--- src/rtl/fetch_pkg.sv ---
// Shared definitions for the instruction-fetch stage: FSM state encoding,
// the bubble instruction and the PC word-index width helper.
package fetch_pkg;

  localparam logic [1:0] ST_BOOT = 2'd0;
  localparam logic [1:0] ST_RUN  = 2'd1;
  localparam logic [1:0] ST_HALT = 2'd2;

  localparam logic [31:0] NOP_INSTR = 32'h0;

  // Number of PC bits needed to index a memory of 'depth' words.
  function automatic int fetch_addr_w(input int depth);
    return $clog2(depth);
  endfunction

endpackage

--- src/rtl/ifid_reg.sv ---
// IF/ID pipeline register. bubble wins over load; neither means hold.
// A bubble clears the instruction to NOP, drops valid, and zeroes pc_next.
module ifid_reg
  import fetch_pkg::*;
(
  input  logic        clk,
  input  logic        reset,
  input  logic        load,
  input  logic        bubble,
  input  logic [31:0] instr_in,
  input  logic [31:0] pc_next_in,
  output logic [31:0] instr,
  output logic [31:0] pc_next,
  output logic        valid
);

  // Register update: reset > bubble > load > hold.
  always_ff @(posedge clk) begin
    if (reset || bubble) begin
      instr   <= NOP_INSTR;
      pc_next <= 32'h0;
      valid   <= 1'b0;
    end else if (load) begin
      instr   <= instr_in;
      pc_next <= pc_next_in;
      valid   <= 1'b1;
    end
  end

endmodule

--- src/rtl/fetch_stage.sv ---
// Instruction-fetch stage: owns the PC and the BOOT/RUN/HALT sequencing and
// feeds the IF/ID register. Optional perf counters under `FETCH_PERF_EN`.
module fetch_stage
  import fetch_pkg::*;
#(
  parameter int          MEM_DEPTH = 32,
  parameter logic [31:0] RESET_PC  = 32'h0
) (
  input  logic        clk,
  input  logic        reset,
  input  logic        i_stall,
  input  logic        i_flush,
  input  logic        i_branch_taken,
  input  logic [31:0] i_branch_target,
  output logic [31:0] o_pc,
  input  logic [31:0] i_instruction,
  output logic [31:0] o_ifid_instr,
  output logic [31:0] o_ifid_pc_next,
  output logic        o_ifid_valid,
`ifdef FETCH_PERF_EN
  output logic [31:0] o_fetch_count,
  output logic [31:0] o_stall_count,
`endif
  output logic        o_halted
);

  localparam int AW = fetch_addr_w(MEM_DEPTH);

  logic [1:0]  state, state_nxt;
  logic [31:0] pc_nxt, pc_plus1, tgt;
  logic        halted_nxt, ifid_load, ifid_bubble;
  logic        unused_tgt_hi;

  assign pc_plus1      = o_pc + 32'd1;
  // Redirect targets wrap modulo the memory depth.
  assign tgt           = 32'(i_branch_target[AW-1:0]);
  assign unused_tgt_hi = ^i_branch_target[31:AW];

  // Next PC, state, halt flag and IF/ID controls; branch > stall > advance.
  always_comb begin
    state_nxt   = state;
    pc_nxt      = o_pc;
    halted_nxt  = o_halted;
    ifid_load   = 1'b0;
    ifid_bubble = i_flush;
    case (state)
      ST_BOOT: begin
        ifid_bubble = 1'b1;
        state_nxt   = ST_RUN;
      end
      ST_RUN: begin
        if (i_branch_taken) begin
          pc_nxt      = tgt;
          ifid_bubble = 1'b1;
        end else if (!i_stall) begin
          ifid_load = 1'b1;
          if (o_pc == 32'(MEM_DEPTH - 1)) begin
            // Last word: capture it but park the PC rather than increment.
            state_nxt  = ST_HALT;
            halted_nxt = 1'b1;
          end else begin
            pc_nxt = pc_plus1;
          end
        end
      end
      ST_HALT: begin
        ifid_bubble = 1'b1;
        if (i_branch_taken) begin
          pc_nxt     = tgt;
          halted_nxt = 1'b0;
          state_nxt  = ST_RUN;
        end
      end
      default: begin
        ifid_bubble = 1'b1;
        state_nxt   = ST_BOOT;
      end
    endcase
  end

  // PC, FSM state and halt flag registers.
  always_ff @(posedge clk) begin
    if (reset) begin
      o_pc     <= RESET_PC;
      state    <= ST_BOOT;
      o_halted <= 1'b0;
    end else begin
      o_pc     <= pc_nxt;
      state    <= state_nxt;
      o_halted <= halted_nxt;
    end
  end

  ifid_reg u_ifid (
    .clk        (clk),
    .reset      (reset),
    .load       (ifid_load),
    .bubble     (ifid_bubble),
    .instr_in   (i_instruction),
    .pc_next_in (pc_plus1),
    .instr      (o_ifid_instr),
    .pc_next    (o_ifid_pc_next),
    .valid      (o_ifid_valid)
  );

`ifdef FETCH_PERF_EN
  // Saturating counters: valid loads into IF/ID and non-redirected stall edges.
  always_ff @(posedge clk) begin
    if (reset) begin
      o_fetch_count <= 32'h0;
      o_stall_count <= 32'h0;
    end else begin
      if (ifid_load && !ifid_bubble && o_fetch_count != 32'hFFFF_FFFF)
        o_fetch_count <= o_fetch_count + 32'd1;
      if (i_stall && !i_branch_taken && o_stall_count != 32'hFFFF_FFFF)
        o_stall_count <= o_stall_count + 32'd1;
    end
  end
`endif

endmodule

--- config.mk ---
export PLATFORM = sky130hd
export DESIGN_NAME = fetch_stage
export DESIGN_NICKNAME = d
export VERILOG_FILES = /design/src/rtl/fetch_pkg.sv /design/src/rtl/ifid_reg.sv /design/src/rtl/fetch_stage.sv
export SDC_FILE = /design/constraint.sdc
export NUM_CORES = 1
export LEC_CHECK = 0
export CAP_MARGIN = 20
export CORE_UTILIZATION = 44
export DETAILED_ROUTE_END_ITERATION = 16
export HOLD_SLACK_MARGIN = 0.1
export PLACE_DENSITY = 0.8
export SLEW_MARGIN = 10
export SYNTH_ARGS = -nofsm -noshare
export SYNTH_HDL_FRONTEND = slang
export SYNTH_SLANG_ARGS = --single-unit
export TNS_END_PERCENT = 5
--- constraint.sdc ---
create_clock -name clk -period 2.7 [get_ports clk]
set_input_delay 0.54 -clock clk [delete_from_list [all_inputs] [get_ports clk]]
set_output_delay 0.54 -clock clk [all_outputs]
set_load 0.1 [all_outputs]
==> out/results.txt <==
CP bufs+invs -> 0
Port bufs -> 139
Crit Path Max Fanout -> 12
Initial core utilization -> 45.5%
Rows -> 36
Die ar. -> 10600 sq um
Total setup buffers inserted after CTS -> 0
CTS tree -> built
I/O pin total -> 167
CP Capture Type -> flip-flop
Via count -> 4578
Vias in the first global route -> 4041
Vias/cell -> 5.55
Drt total wl -> 13000 microns
Drt drc -> 0
Required @ worst endpoint -> 3000 ps
Max Buffers Root-to-Sink -> 2
Post-synth EDFFs -> 0
Unrepaired setup endpoints after global routing -> no
Crit-path slowest cell -> or4_4
Area grow syn2layout -> 34.8%
Area leader, netlist -> dfxtp_1
CTS root buffer -> clkbuf_8
Largest net degree at the start of global routing -> 84
Share of layout cells above drive strength 1 -> 23.4%
R2R cell count -> 5
Worst vdd ir -> 0.265 mV
Drt wl/cell -> 15.7 microns
TNS Setup -> 0 ps
Power per cell area -> 456 nW/um^2
Core area -> 9820 sq um
Critical path launch point type -> flip-flop
Final-report max-slew violation count -> 0
Die width -> 103 microns
CP Depth -> 5
Prevailing post-synth register cell -> dfxtp_1
Delay of the slowest critical-path stage -> 640 ps
GRT overflow -> 0
R2R Setup Slk -> 280 ps
First-pass GRT wire length -> 19800 microns
DPL Wire Length -> 9230 microns
Synth top area cells -> dfxtp_1 45%, nand2_1 9.3%, a21oi_1 8.5%, o21ai_0 3.6%, clkbuf_1 3.0%
Cts-stage hold buffer count -> 0
Net count, final -> 757
Cts repair resizes -> 0
CP Cell Sequence -> nand4_1 > or4_4 > or4_4 > or3_1 > a31oi_1
Overall power -> 2.75 mW
Remaining antenna violation count -> 0
Rel. slew slack -> 53.3%
Top cell by count, worst path -> or4_4
Clk slew on worst S/H paths -> 100 ps
Reg-to-reg endpoint -> o_pc[24]
Utilization after layout -> 61.4%
Fraction of registers with async set/reset -> 0%
Setup crit start -> o_pc[6]
Synth Cell Area -> 4470 sq um
Sequential area share after synthesis -> 44.8%
Skew-Pair Late Insertion Delay -> 370 ps
Setup violators final -> 0
Synthesized instance count -> 560
CP top delay family -> simple AND/OR/NAND/NOR gates
Min Tclk post-route -> 2420 ps
Initial antenna violation count -> 0
Total of max-cap violations -> 0
Final Cycle Share -> 89.6%
1st-iter DRT viols -> 333
Warnings from Yosys -> 0
Total Routing Usage GR -> 24.1%
Final Hold Vio Count -> 0
H-tree depth -> 3
Num CTS Buffers -> 9
Synth cell types -> 46
Net Count, Synth -> 630
Status -> finished, final reports clean
Critical setup path kind -> flip-flop to flip-flop
RePlAce Congestion -> 0.894
Syn Area/Cell -> 7.98 sq um
CTS Sinks -> 100
FF+latch count, synth -> 100
Hold slack -> 461 ps
Worst slew pin tran -> 695 ps
WP data arrival -> 2730 ps
Yosys top cell area share -> 44.8%
Die height -> 103 microns
Drt first pass iters -> 5
Hold Crit Class -> flip-flop to flip-flop
End of the critical path -> o_pc[24]
R2R Path Start -> o_pc[6]
Leakage Power -> 2.23 nW
Fmax -> 0.413 GHz
Skew final -> 6.43 ps
Diodes inserted -> 0
-- flip-flops by register name, summed over array words and instances, names as in the netlist --
signal / count
state: 2
o_pc: 32
o_halted: 1
u_ifid.valid: 1
u_ifid.pc_next: 32
u_ifid.instr: 32
-- worst register-to-register path: stages, from the launching register on --
cell and delay, ps:
dfxtp_2 440, nand4_1 230, or4_4 640, or4_4 570, or3_1 320, a31oi_1 160
-- power breakdown --
group / leakage (nW) / total, mW / switching [mW] / internal [mW]
sequential: 0.815 / 1.50 / 0.0134 / 1.48
clock: 0.0977 / 0.985 / 0.547 / 0.438
combinational: 1.32 / 0.268 / 0.167 / 0.102
total: 2.23 / 2.75 / 0.727 / 2.02
-- layout make-up --
cell class / instances / area, sq um
clock inverters: 6 / 68.8
well taps: 133 / 166
clock buffers: 10 / 128
inverters: 9 / 33.8
repair buffers: 161 / 1340
fillers: 896 / 3790
multi-input cells: 406 / 2270
flip-flops and latches: 100 / 2020
-- metrics by stage --
| step | setup WS [ps] | instances | area [sq um] |
|---|---|---|---|
| after global placement | 202 | 809 | 5830 |
| after detailed placement | 127 | 809 | 5830 |
| after CTS | 311 | 825 | 6030 |
| final | 280 | 825 | 6030 |
| after floorplan | -4.18 | 560 | 4490 |
| after global routing | 140 | 825 | 6030 |
-- cells by family after synthesis --
logic type               after synthesis  share of synthesized area [%]
AO/OA/AOI/OAI                        155                           20.4
flip-flops                           100                           44.8
multiplexers                           5                           1.12
buffers and inverters                 54                           4.67
AND/OR/NAND/NOR                      221                           24.1
XOR/XNOR                              24                           4.70
adder cells (fa/ha/maj)                1                          0.280
-- how the worst min path moves through the flow --
| stage | startpoint | end | slack [ps] | cells after the start |
|---|---|---|---|---|
| floorplan | state[1] | state[1] | 490 | 2 |
| global placement | u_ifid.instr[6] | u_ifid.instr[6] | 440 | 2 |
| detailed placement | u_ifid.instr[3] | u_ifid.instr[3] | 450 | 2 |
| CTS | u_ifid.instr[3] | u_ifid.instr[3] | 460 | 2 |
| global route | u_ifid.pc_next[16] | u_ifid.pc_next[16] | 480 | 2 |
| finish | u_ifid.instr[3] | u_ifid.instr[3] | 460 | 2 |
-- placed cells by master, fill, tap and decap left out, types with 3 or more instances in the layout --
master / count
buf_4: 118
nand2_1: 111
dfxtp_1: 83
a21oi_1: 76
clkdlybuf4s50_1: 41
o21ai_0: 32
nor2_1: 22
dfxtp_2: 17
nor4_1: 13
nand3_1: 13
xor2_1: 13
nand4_1: 12
xnor2_1: 11
a31oi_1: 10
inv_1: 9
and2_1: 9
clkbuf_8: 9
a211oi_1: 8
or3_1: 8
nor3_1: 7
a311oi_1: 7
o32ai_1: 5
mux2i_1: 5
o21a_1: 5
and4_1: 4
or4_1: 4
nand2b_1: 3
and3_1: 3
inv_6: 3
-- synthesized netlist by cell type (2+ instances only) --
master and number:
a211oi_1 8, a21oi_1 76, a311oi_1 7, a31o_2 2, a31oi_1 10, and2_0 2, and2_1 9, and3_1 3
and4_1 4, buf_1 4, buf_2 2, clkbuf_1 36, clkbuf_2 3, dfxtp_1 100, inv_1 9, mux2i_1 5
nand2_1 111, nand2b_1 3, nand3_1 13, nand4_1 12, nor2_1 22, nor2b_1 2, nor3_1 8, nor4_1 14
o21a_1 5, o21ai_0 32, o31a_1 2, o32ai_1 5, or3_1 8, or4_1 4, or4_4 2, xnor2_1 11
xor2_1 13
-- layer usage --
metal | part of all wire, % | up-vias | track usage, % | wire [microns]
met5 | 0 | - | 0 | 0
met4 | 3.3 | 0 | 11.2 | 425
met3 | 6.1 | 37 | 4.14 | 797
met2 | 47 | 176 | 37.3 | 6090
met1 | 44 | 2127 | 32.7 | 5670
li1 | - | 2238 | - | -
No activity file was read; power rests on OpenSTA's default activity.
==> variant, RTL diff (same flow settings) <==
The option `FETCH_PERF_EN` is turned on by a define.
--- a/src/rtl/fetch_stage.sv
+++ b/src/rtl/fetch_stage.sv
@@ -1,5 +1,7 @@
 // Instruction-fetch stage: owns the PC and the BOOT/RUN/HALT sequencing and
 // feeds the IF/ID register. Optional perf counters under `FETCH_PERF_EN`.
+`define FETCH_PERF_EN
+
 module fetch_stage
   import fetch_pkg::*;
 #(
Behaviour (old outputs only; new: o_fetch_count and o_stall_count): unchanged (equiv_simple and equiv_induct, registers matched by name and starting in step).
==> variant against the original RTL <==
- sequential share of layout area fell by 1.0 points
- global-route usage hardly changed
- routed wire length increased by 65%
- clock power rose by 130%
- area after synthesis up 70%
- count of clock-buffer cells in the layout is 8 higher
- total power grew 84%
- design area rose by 70%
- sequential cell count rose by 64
- via count grew 64%
- first-iteration DRC count increased by 46%
- setup slack worse by 0.18 ns
==> variant: results <==
[timing]
timing.slew.headroom_pct = 52.3
final.setup_skew_ns = 0.00647

[drt]
wirelength_microns = 21400
highest_layer = "met5"
met3_wirelength_microns = 1570
wl_met1_microns = 9870
routed_via_density = 5.43

[layout]
fraction_of_area_in_clock_buffers_and_inverters_pct = 5.42
number_of_clock_tree_buffers_in_the_layout = 18
num-fill-cells = 1481
finalNetCount = 1224
final_layout_size_suffix_gt1_share_pct = 25.5
final.signal_inverter_count = 11
multi_input_area_sq_um = 4050
area.share.sequential_pct = 32.6

[power_and_ir_drop]
max-vdd-ir-drop_v = 0.000444

[yosys]
synth.lib_cells_used.distinct = 51
xor_xnor_fraction_of_synth_area_pct = 9.24
synth.cells.most_frequent = "164 x dfxtp_1, 124 x nand2_1, 115 x nor2_1, 81 x a21oi_1, 68 x o21ai_0"
yosys.area.top_type_share_pct = 43.3
synthesized_area_fraction_occupied_by_ao_oa_aoi_and_oai_cells_pct = 13.5
synthAdderAreaFrac_pct = 0.495
mux_share_of_post_synthesis_cell_area_pct = 0.264

[global_route]
global_route_wire_length_before_repair_microns = 34900
globalRouteMet2Util_pct = 37.2
number_of_global_route_vias_before_repair = 6706
gr-usage-met1_pct = 33.5
grt.met3_usage_pct = 5.86

[critical_path]
crit_arrival_ns = 2.88
crit_path_end = "o_fetch_count[31]"
r2r.worst_path.cells = 6
reg2reg_from = "o_fetch_count[14]"
cpPeakStageDelay_ns = 0.55
crit_fanout = 7

[placed_design]
dp_hpwl_microns = 15300

[cts]
number_of_buffers_created_by_cts = 17
clk-insertion-delay-late_ns = 0.42
clk_pin_slew_worst_paths_ns = 0.07
cts.sinks = 164

[min_path]
worstHoldStart = "u_ifid.instr[11]"

[status]
status = "complete, no violations"
-- variant: changes by cell type after synthesis, sizes merged, moves of 10 or more --
| cell | change |
|---|---|
| o21ai | +37 |
| nor3 | +15 |
| clkbuf | +17 |
| nand4 | +15 |
| xnor2 | +39 |
| nor4 | +15 |
| nand2 | +13 |
| or3 | +10 |
| dfxtp | +64 |
| nand3 | +31 |
| nor2 | +93 |
| xor2 | +17 |
-- variant: stage by stage --
stage | setup slack [ns] | instance area [sq um] | hold slack [ns] | instances | total power [mW]
after floorplan | -0.125 | 7630 | 0.562 | 952 | 2.69
after global routing | 0.0217 | 10200 | 0.473 | 1385 | 5.25
after detailed placement | -0.436 | 9640 | 0.447 | 1353 | 2.82
final | 0.101 | 10200 | 0.454 | 1385 | 5.07
after global placement | -0.352 | 9640 | 0.443 | 1353 | 2.82
after CTS | 0.0216 | 10200 | 0.456 | 1385 | 5.11
